--- config.mk ---
export PLATFORM = sky130hd
export DESIGN_NAME = ecc_fifo_ctrl
export DESIGN_NICKNAME = d
export VERILOG_FILES = /design/src/rtl/fifo_ecc_pkg.sv /design/src/rtl/data_decode.sv /design/src/rtl/data_encode.sv /design/src/rtl/ecc_fifo_ctrl_scrub.sv /design/src/rtl/ecc_fifo_ctrl.sv
export SDC_FILE = /design/constraint.sdc
export NUM_CORES = 1
export LEC_CHECK = 0
export ABC_CLOCK_PERIOD_IN_PS = 3800
export BUFFER_PORTS_ARGS = -buffer_cell sky130_fd_sc_hd__buf_2
export CORE_AREA = 2 2 92 94
export DETAILED_ROUTE_END_ITERATION = 7
export DIE_AREA = 0 0 94 96
export HOLD_SLACK_MARGIN = 0.03
export PLACE_DENSITY = 0.9
export SLEW_MARGIN = 10
export SYNTH_ARGS = -nofsm -noshare
export SYNTH_HDL_FRONTEND = slang
export SYNTH_HIERARCHICAL = 1
export SYNTH_SLANG_ARGS = --single-unit
--- constraint.sdc ---
create_clock -name clk -period 3.8 [get_ports clk]
set_input_delay 0.19 -clock clk [delete_from_list [all_inputs] [get_ports clk]]
set_output_delay 0.19 -clock clk [all_outputs]
set_load 0.01 [all_outputs]
--- src/rtl/fifo_ecc_pkg.sv ---
// Shared widths, scrubber state encoding and Hamming code helpers for the ECC FIFO.
// Code layout: codeword position p (1..CW) is bit p-1; powers of two hold check bits.
package fifo_ecc_pkg;

    localparam int DW  = 32;  // raw data width
    localparam int CW  = 38;  // encoded width
    localparam int PW  = 6;   // check bits / syndrome width
    localparam int SCW = 8;   // scrub write-back counter width

    typedef enum logic [1:0] {
        S_IDLE  = 2'd0,
        S_READ  = 2'd1,
        S_CHECK = 2'd2,
        S_WB    = 2'd3
    } scrub_state_t;

    function automatic bit is_pow2(input int p);
        return (p & (p - 1)) == 0;
    endfunction

    // Data bit carried at codeword position p (p not a power of two).
    function automatic int data_index(input int p);
        return p - 1 - $clog2(p + 1);
    endfunction

    // Positions covered by check bit k: every position with bit k set.
    function automatic logic [CW-1:0] check_mask(input int k);
        logic [CW-1:0] m;
        m = '0;
        for (int p = 1; p <= CW; p++) begin
            if (((p >> k) & 1) != 0) begin
                m = m | (CW'(1) << (p - 1));
            end
        end
        return m;
    endfunction

endpackage

--- src/rtl/data_decode.sv ---
// Hamming decoder: a syndrome inside the codeword range is corrected (sec); one past it
// cannot name a bit and is reported as uncorrectable (ded).
module data_decode
    import fifo_ecc_pkg::*;
(
    input  logic [CW-1:0] code,
    output logic [DW-1:0] data,
    output logic          sec,
    output logic          ded
);

    logic [PW-1:0] syn;

    for (genvar gi = 0; gi < PW; gi++) begin : g_syn
        assign syn[gi] = ^(code & check_mask(gi));
    end

    for (genvar gi = 1; gi <= CW; gi++) begin : g_pos
        if (!is_pow2(gi)) begin : g_dat
            assign data[data_index(gi)] = code[gi-1] ^ (syn == PW'(gi));
        end
    end

    assign sec = (syn != '0) && (syn <= PW'(CW));
    assign ded = syn > PW'(CW);

endmodule

--- src/rtl/data_encode.sv ---
// Hamming encoder: places data around the check positions and sets even check bits.
module data_encode
    import fifo_ecc_pkg::*;
(
    input  logic [DW-1:0] data,
    output logic [CW-1:0] code
);

    logic [CW-1:0] spread;
    logic [PW-1:0] syn;

    for (genvar gi = 1; gi <= CW; gi++) begin : g_pos
        if (is_pow2(gi)) begin : g_chk
            assign spread[gi-1] = 1'b0;
            assign code[gi-1]   = syn[$clog2(gi)];
        end else begin : g_dat
            assign spread[gi-1] = data[data_index(gi)];
            assign code[gi-1]   = data[data_index(gi)];
        end
    end

    for (genvar gi = 0; gi < PW; gi++) begin : g_syn
        assign syn[gi] = ^(spread & check_mask(gi));
    end

endmodule

--- src/rtl/ecc_fifo_ctrl_scrub.sv ---
// Background scrubber (ecc_scrub_fsm), present only when ECC_SCRUB_EN is defined.
// Walks the FIFO entries on idle port cycles and writes back corrected words.
`ifdef ECC_SCRUB_EN
module ecc_scrub_fsm
    import fifo_ecc_pkg::*;
#(
    parameter int AW             = 4,
    parameter int SCRUB_INTERVAL = 64
) (
    input  logic           clk,
    input  logic           rst,
    input  logic           push,
    input  logic           pop,
    input  logic [AW-1:0]  rd_ptr,
    input  logic [AW:0]    count,
    input  logic           dec_sec,
    input  logic           dec_ded,
    input  logic [DW-1:0]  dec_data,
    output logic           scrub_re,
    output logic           scrub_we,
    output logic [AW-1:0]  scrub_addr,
    output logic [DW-1:0]  scrub_data,
    output logic           ded_set,
    output logic [SCW-1:0] scrub_cnt
);

    localparam int IW = $clog2(SCRUB_INTERVAL + 1);

    scrub_state_t   state_reg, state_next;
    logic [AW-1:0]  ptr_reg, ptr_next;
    logic [IW-1:0]  ivl_reg, ivl_next;
    logic [DW-1:0]  wb_reg, wb_next;
    logic [SCW-1:0] cnt_reg, cnt_next;
    logic [AW-1:0]  dist;
    logic           occupied;

    // Entry is live when it lies within count slots ahead of the read pointer.
    assign dist     = ptr_reg - rd_ptr;
    assign occupied = {1'b0, dist} < count;

    always_ff @(posedge clk or posedge rst) begin
        if (rst) begin
            state_reg <= S_IDLE;
            ptr_reg   <= '0;
            ivl_reg   <= '0;
            wb_reg    <= '0;
            cnt_reg   <= '0;
        end else begin
            state_reg <= state_next;
            ptr_reg   <= ptr_next;
            ivl_reg   <= ivl_next;
            wb_reg    <= wb_next;
            cnt_reg   <= cnt_next;
        end
    end

    always_comb begin
        state_next = state_reg;
        ptr_next   = ptr_reg;
        ivl_next   = ivl_reg;
        wb_next    = wb_reg;
        cnt_next   = cnt_reg;
        scrub_re   = 1'b0;
        scrub_we   = 1'b0;
        ded_set    = 1'b0;
        case (state_reg)
            S_IDLE: begin
                if (ivl_reg == IW'(SCRUB_INTERVAL - 1)) begin
                    ivl_next = '0;
                    if (occupied) state_next = S_READ;
                    else          ptr_next   = ptr_reg + 1'b1;
                end else begin
                    ivl_next = ivl_reg + 1'b1;
                end
            end
            S_READ: begin
                if (!pop) begin
                    scrub_re   = 1'b1;
                    state_next = S_CHECK;
                end
            end
            S_CHECK: begin
                if (dec_sec) begin
                    wb_next    = dec_data;
                    state_next = S_WB;
                end else begin
                    ded_set    = dec_ded;
                    ptr_next   = ptr_reg + 1'b1;
                    state_next = S_IDLE;
                end
            end
            S_WB: begin
                // The write port is shared with pushes, which always win.
                if (!push) begin
                    if (occupied) begin
                        scrub_we = 1'b1;
                        if (cnt_reg != '1) cnt_next = cnt_reg + 1'b1;
                    end
                    ptr_next   = ptr_reg + 1'b1;
                    state_next = S_IDLE;
                end
            end
            default: state_next = S_IDLE;
        endcase
    end

    assign scrub_addr = ptr_reg;
    assign scrub_data = wb_reg;
    assign scrub_cnt  = cnt_reg;

endmodule
`endif

--- src/rtl/ecc_fifo_ctrl.sv ---
// ECC FIFO sequencer: pointers, occupancy and RAM arbitration; optional scrubber under
// ECC_SCRUB_EN. rd_valid is registered; rd_data/err_* decode the RAM output in that cycle.
module ecc_fifo_ctrl
    import fifo_ecc_pkg::*;
#(
    parameter int DEPTH          = 16,
    parameter int AW             = 4,
    parameter int SCRUB_INTERVAL = 64
) (
    input  logic           clk,
    input  logic           rst,
    input  logic           wr_en,
    input  logic [DW-1:0]  wr_data,
    input  logic           rd_en,
    output logic [DW-1:0]  rd_data,
    output logic           rd_valid,
    output logic           full,
    output logic           empty,
    output logic [AW:0]    count,
    output logic           overflow,
    output logic           underflow,
    output logic           err_sec,
    output logic           err_ded,
    output logic           ram_we,
    output logic [AW-1:0]  ram_waddr,
    output logic [CW-1:0]  ram_wdata,
    output logic           ram_re,
    output logic [AW-1:0]  ram_raddr,
    input  logic [CW-1:0]  ram_rdata,
    output logic [SCW-1:0] scrub_cnt,
    output logic           ded_sticky
);

    if ((1 << AW) != DEPTH || SCRUB_INTERVAL < 1) begin : g_cfg_check
        $error("ecc_fifo_ctrl: DEPTH must be 2**AW and SCRUB_INTERVAL >= 1");
    end

    logic [AW:0]   count_reg;
    logic [AW-1:0] wr_ptr_reg, rd_ptr_reg;
    logic          overflow_reg, underflow_reg, rd_valid_reg, ded_sticky_reg;
    logic          push, pop;
    logic [DW-1:0] enc_in, dec_data;
    logic [CW-1:0] enc_out;
    logic          dec_sec, dec_ded;
    logic          scrub_re, scrub_we, scrub_ded;
    logic [AW-1:0] scrub_addr;
    logic [DW-1:0] scrub_data;

    assign full  = count_reg == (AW+1)'(DEPTH);
    assign empty = count_reg == '0;
    assign count = count_reg;
    assign push  = wr_en & ~full;
    assign pop   = rd_en & ~empty;

    always_ff @(posedge clk or posedge rst) begin
        if (rst) begin
            count_reg      <= '0;
            wr_ptr_reg     <= '0;
            rd_ptr_reg     <= '0;
            overflow_reg   <= 1'b0;
            underflow_reg  <= 1'b0;
            rd_valid_reg   <= 1'b0;
            ded_sticky_reg <= 1'b0;
        end else begin
            if (push) wr_ptr_reg <= wr_ptr_reg + 1'b1;
            if (pop)  rd_ptr_reg <= rd_ptr_reg + 1'b1;
            if (push && !pop)      count_reg <= count_reg + 1'b1;
            else if (pop && !push) count_reg <= count_reg - 1'b1;
            overflow_reg   <= wr_en & full;
            underflow_reg  <= rd_en & empty;
            // rd_valid_reg doubles as the read tag: scrub reads leave it low.
            rd_valid_reg   <= pop;
            ded_sticky_reg <= ded_sticky_reg | (rd_valid_reg & dec_ded) | scrub_ded;
        end
    end

    // One encoder serves both pushes and scrub write-backs; they never share a cycle.
    assign enc_in = push ? wr_data : scrub_data;

    data_encode u_enc (.data(enc_in), .code(enc_out));
    data_decode u_dec (.code(ram_rdata), .data(dec_data), .sec(dec_sec), .ded(dec_ded));

    assign ram_we    = push | scrub_we;
    assign ram_waddr = push ? wr_ptr_reg : scrub_addr;
    assign ram_wdata = enc_out;
    assign ram_re    = pop | scrub_re;
    assign ram_raddr = pop ? rd_ptr_reg : scrub_addr;

    assign rd_valid   = rd_valid_reg;
    assign rd_data    = rd_valid_reg ? dec_data : '0;
    assign err_sec    = rd_valid_reg & dec_sec;
    assign err_ded    = rd_valid_reg & dec_ded;
    assign overflow   = overflow_reg;
    assign underflow  = underflow_reg;
    assign ded_sticky = ded_sticky_reg;

`ifdef ECC_SCRUB_EN
    ecc_scrub_fsm #(
        .AW             (AW),
        .SCRUB_INTERVAL (SCRUB_INTERVAL)
    ) u_scrub (
        .clk        (clk),
        .rst        (rst),
        .push       (push),
        .pop        (pop),
        .rd_ptr     (rd_ptr_reg),
        .count      (count_reg),
        .dec_sec    (dec_sec),
        .dec_ded    (dec_ded),
        .dec_data   (dec_data),
        .scrub_re   (scrub_re),
        .scrub_we   (scrub_we),
        .scrub_addr (scrub_addr),
        .scrub_data (scrub_data),
        .ded_set    (scrub_ded),
        .scrub_cnt  (scrub_cnt)
    );
`else
    assign scrub_re   = 1'b0;
    assign scrub_we   = 1'b0;
    assign scrub_addr = '0;
    assign scrub_data = '0;
    assign scrub_ded  = 1'b0;
    assign scrub_cnt  = '0;
`endif

endmodule
==> flow_summary.toml <==
[routing]
wl_per_cell_um = 14.8
drc = 0
drt_iter0_drc = 99
route.vias.total = 3121
wl_mm = 9.43
drt-pass1-iter-count = 4
vias_per_cell = 4.89
ant_nets = 0

[layout]
largest_register_ffs = 5
fin_util_pct = 52.9
fill_cells = 731
nets = 615
drive_gt1_share_pct = 35.6
diodes = 0
area_delta_synth_final_pct = 20.1
stdcell_count = 638

[sta]
worst_pin_slew_ns = 0.813
finClkSkew_ns = 0.00801
relSlewSlack_pct = 44.2
slew_viol_final = 0
finalHoldViolations = 0
finalSetupTns_ns = 0
setup_slack_ns = 0.237
rsz0062_at_grt = "false"
post-route-min-period_ns = 3.56
fin_crit_sh_pct = 93.8
setup_viol = 0
fmax_mhz = 281

[power_and_ir_drop]
irDropWorstVdd_uv = 445
power_density_nw_per_um2 = 569
finalPower_w = 0.00242
p_leak_nw = 2.16

[setup_path]
worstReg2RegStart = "count[0]$_DFFE_PP0P_"
endpoint_kind = "output port"
arrival_ns = 3.37
reg2reg_depth = 8
critical_path_class = "reg -> out"
reg2reg_to = "count[4]$_DFFE_PP0P_"
start_kind = "flop"
critPathMaxFanout = 40
reg2reg_slack_ns = 0.61
required_ns = 3.61

[yosys]
synthMostInstantiatedCell = "xnor2_1"
synth_top_area_cell = "xnor2_1"
syn_inst = 405
synth-edff-count = 0
yosysTopAreaCellShare_pct = 20.0
yosysWarnings = 6
synth_cell_type_count = 51
synth_common_cells = "xnor2_1, and2_1, xor2_1"
synth_area_leaders = "xnor2_1, and2_1, xor2_1"
synth_flop_cell = "dfrtp_1"
synth_area_um2 = 3550
synthArstFlopShare_pct = 100
seq_area_frac_synth_pct = 12.0
avgSynthCellArea_um2 = 8.76
ys_ff_latch = 17

[floorplan]
initial_core_util_pct = 44.0
die_w_um = 94
ioPinCount = 175
die_area_um2 = 9020
coreArea_um2 = 8050
rows = 33
die_h_um = 96

[cts]
cts_root_buf = "clkbuf_8"
htree_levels = 1
cts_tree = "done"
cts_buffer_depth = 2
cts_resized = 0
cts_sinks = 17
numCtsBuffers = 3
clock_latency_ns = 0.26
cts_setup_buffers = 0
hold_buffers = 0
path_clk_slew_ns = 0.08

[placement]
place_congestion = 0.830
place_ws_ns = 0.328
io_buffers = 166
hpwl_mm = 7.87
dp_cells = 634

[global_routing]
grt_pass1_vias = 3049
grt_pass1_wl_mm = 14.3
antenna_found_initial = 0
grt_overflow = 0
grt_start_max_net_pins = 41
track_usage_pct = 19.5

[flow_run]
drv_cap = 0

[hold_path]
hold_class = "in -> async"

[run_status]
status = "complete, no violations"
area by class of cell:
| type | count | area (µm²) | share of cell area (%) |
|---|---|---|---|
| Multi-Input combinational cell | 340 | 2790 | 65.6 |
| Clock inverter | 1 | 7.51 | 0.176 |
| Clock buffer | 3 | 41.3 | 0.970 |
| Timing Repair Buffer | 168 | 846 | 19.9 |
| Sequential cell | 17 | 425 | 9.99 |
| Inverter | 4 | 15.0 | 0.353 |
| Tap cell | 105 | 131 | 3.09 |
metal layers:
metal  vias to the layer above  wire (µm)  track usage (%)
li1                       1529          -                -
met1                      1444       3700             23.1
met2                       136       4970             36.9
met3                        12        628             2.98
met4                         0        135             4.59
met5                         -          0                0
cells by family (layout without fill, tap and decap cells):
| group | after synthesis | count (layout) | share of synthesized area (%) |
|---|---|---|---|
| simple gates | 143 | 143 | 23.8 |
| buf+inv | 55 | 176 | 10.3 |
| compound gates | 23 | 23 | 4.94 |
| other cells | 1 | 8 | 0.106 |
| mux | 8 | 8 | 2.58 |
| flops | 17 | 17 | 12.0 |
| xor+xnor | 151 | 151 | 43.6 |
| fa+ha+maj | 7 | 7 | 2.68 |
critical path, stage by stage, from the launching register on:
cell,delay (ns)
dfrtp_1,0.47
nor4_2,0.65
a21boi_4,0.34
and2_1,0.30
xnor3_1,0.41
xnor2_2,0.17
xnor3_1,0.44
xnor2_1,0.16
buf_2,0.15
how the worst max path moves through the flow:
| stage | startpoint | depth (start not counted) | endpoint | slack [ns] |
|---|---|---|---|---|
| 2_1_floorplan | count[0]$_DFFE_PP0P_ | 10 | count[4]$_DFFE_PP0P_ | 0.93 |
| 3_3_place_gp | count[0]$_DFFE_PP0P_ | 8 | ram_wdata[15] | 0.55 |
| 3_5_place_dp | count[0]$_DFFE_PP0P_ | 8 | ram_wdata[15] | 0.33 |
| 4_1_cts | count[0]$_DFFE_PP0P_ | 8 | ram_wdata[15] | 0.01 |
| 5_1_grt | count[0]$_DFFE_PP0P_ | 8 | ram_wdata[15] | 0.07 |
| 6_report | count[0]$_DFFE_PP0P_ | 8 | ram_wdata[15] | 0.24 |
where the power goes:
part | internal, W | switching, W
registers | 0.000260 | 0.000107
clock network | 0.0000738 | 0.0000683
logic | 0.000893 | 0.00102
layout by cell type, fill, tap and decap left out, types with 4 or more instances in the layout:
master,instances
buf_2,166
xnor2_1,81
and2_1,76
xor2_1,53
nor2_1,25
dfrtp_1,17
nor3_1,15
xnor3_1,14
conb_1,8
ha_1,6
inv_1,4
mux2i_1,4
nand2b_1,4
per-stage QoR:
stage               hold WS, ns  instance area (µm²)
floorplan                 0.116                 3570
global placement          0.311                 4200
detailed placement        0.324                 4200
CTS                      0.0419                 4250
global route             0.0826                 4260
finish                   0.0210                 4260
Power figures use the tool's default switching activity.
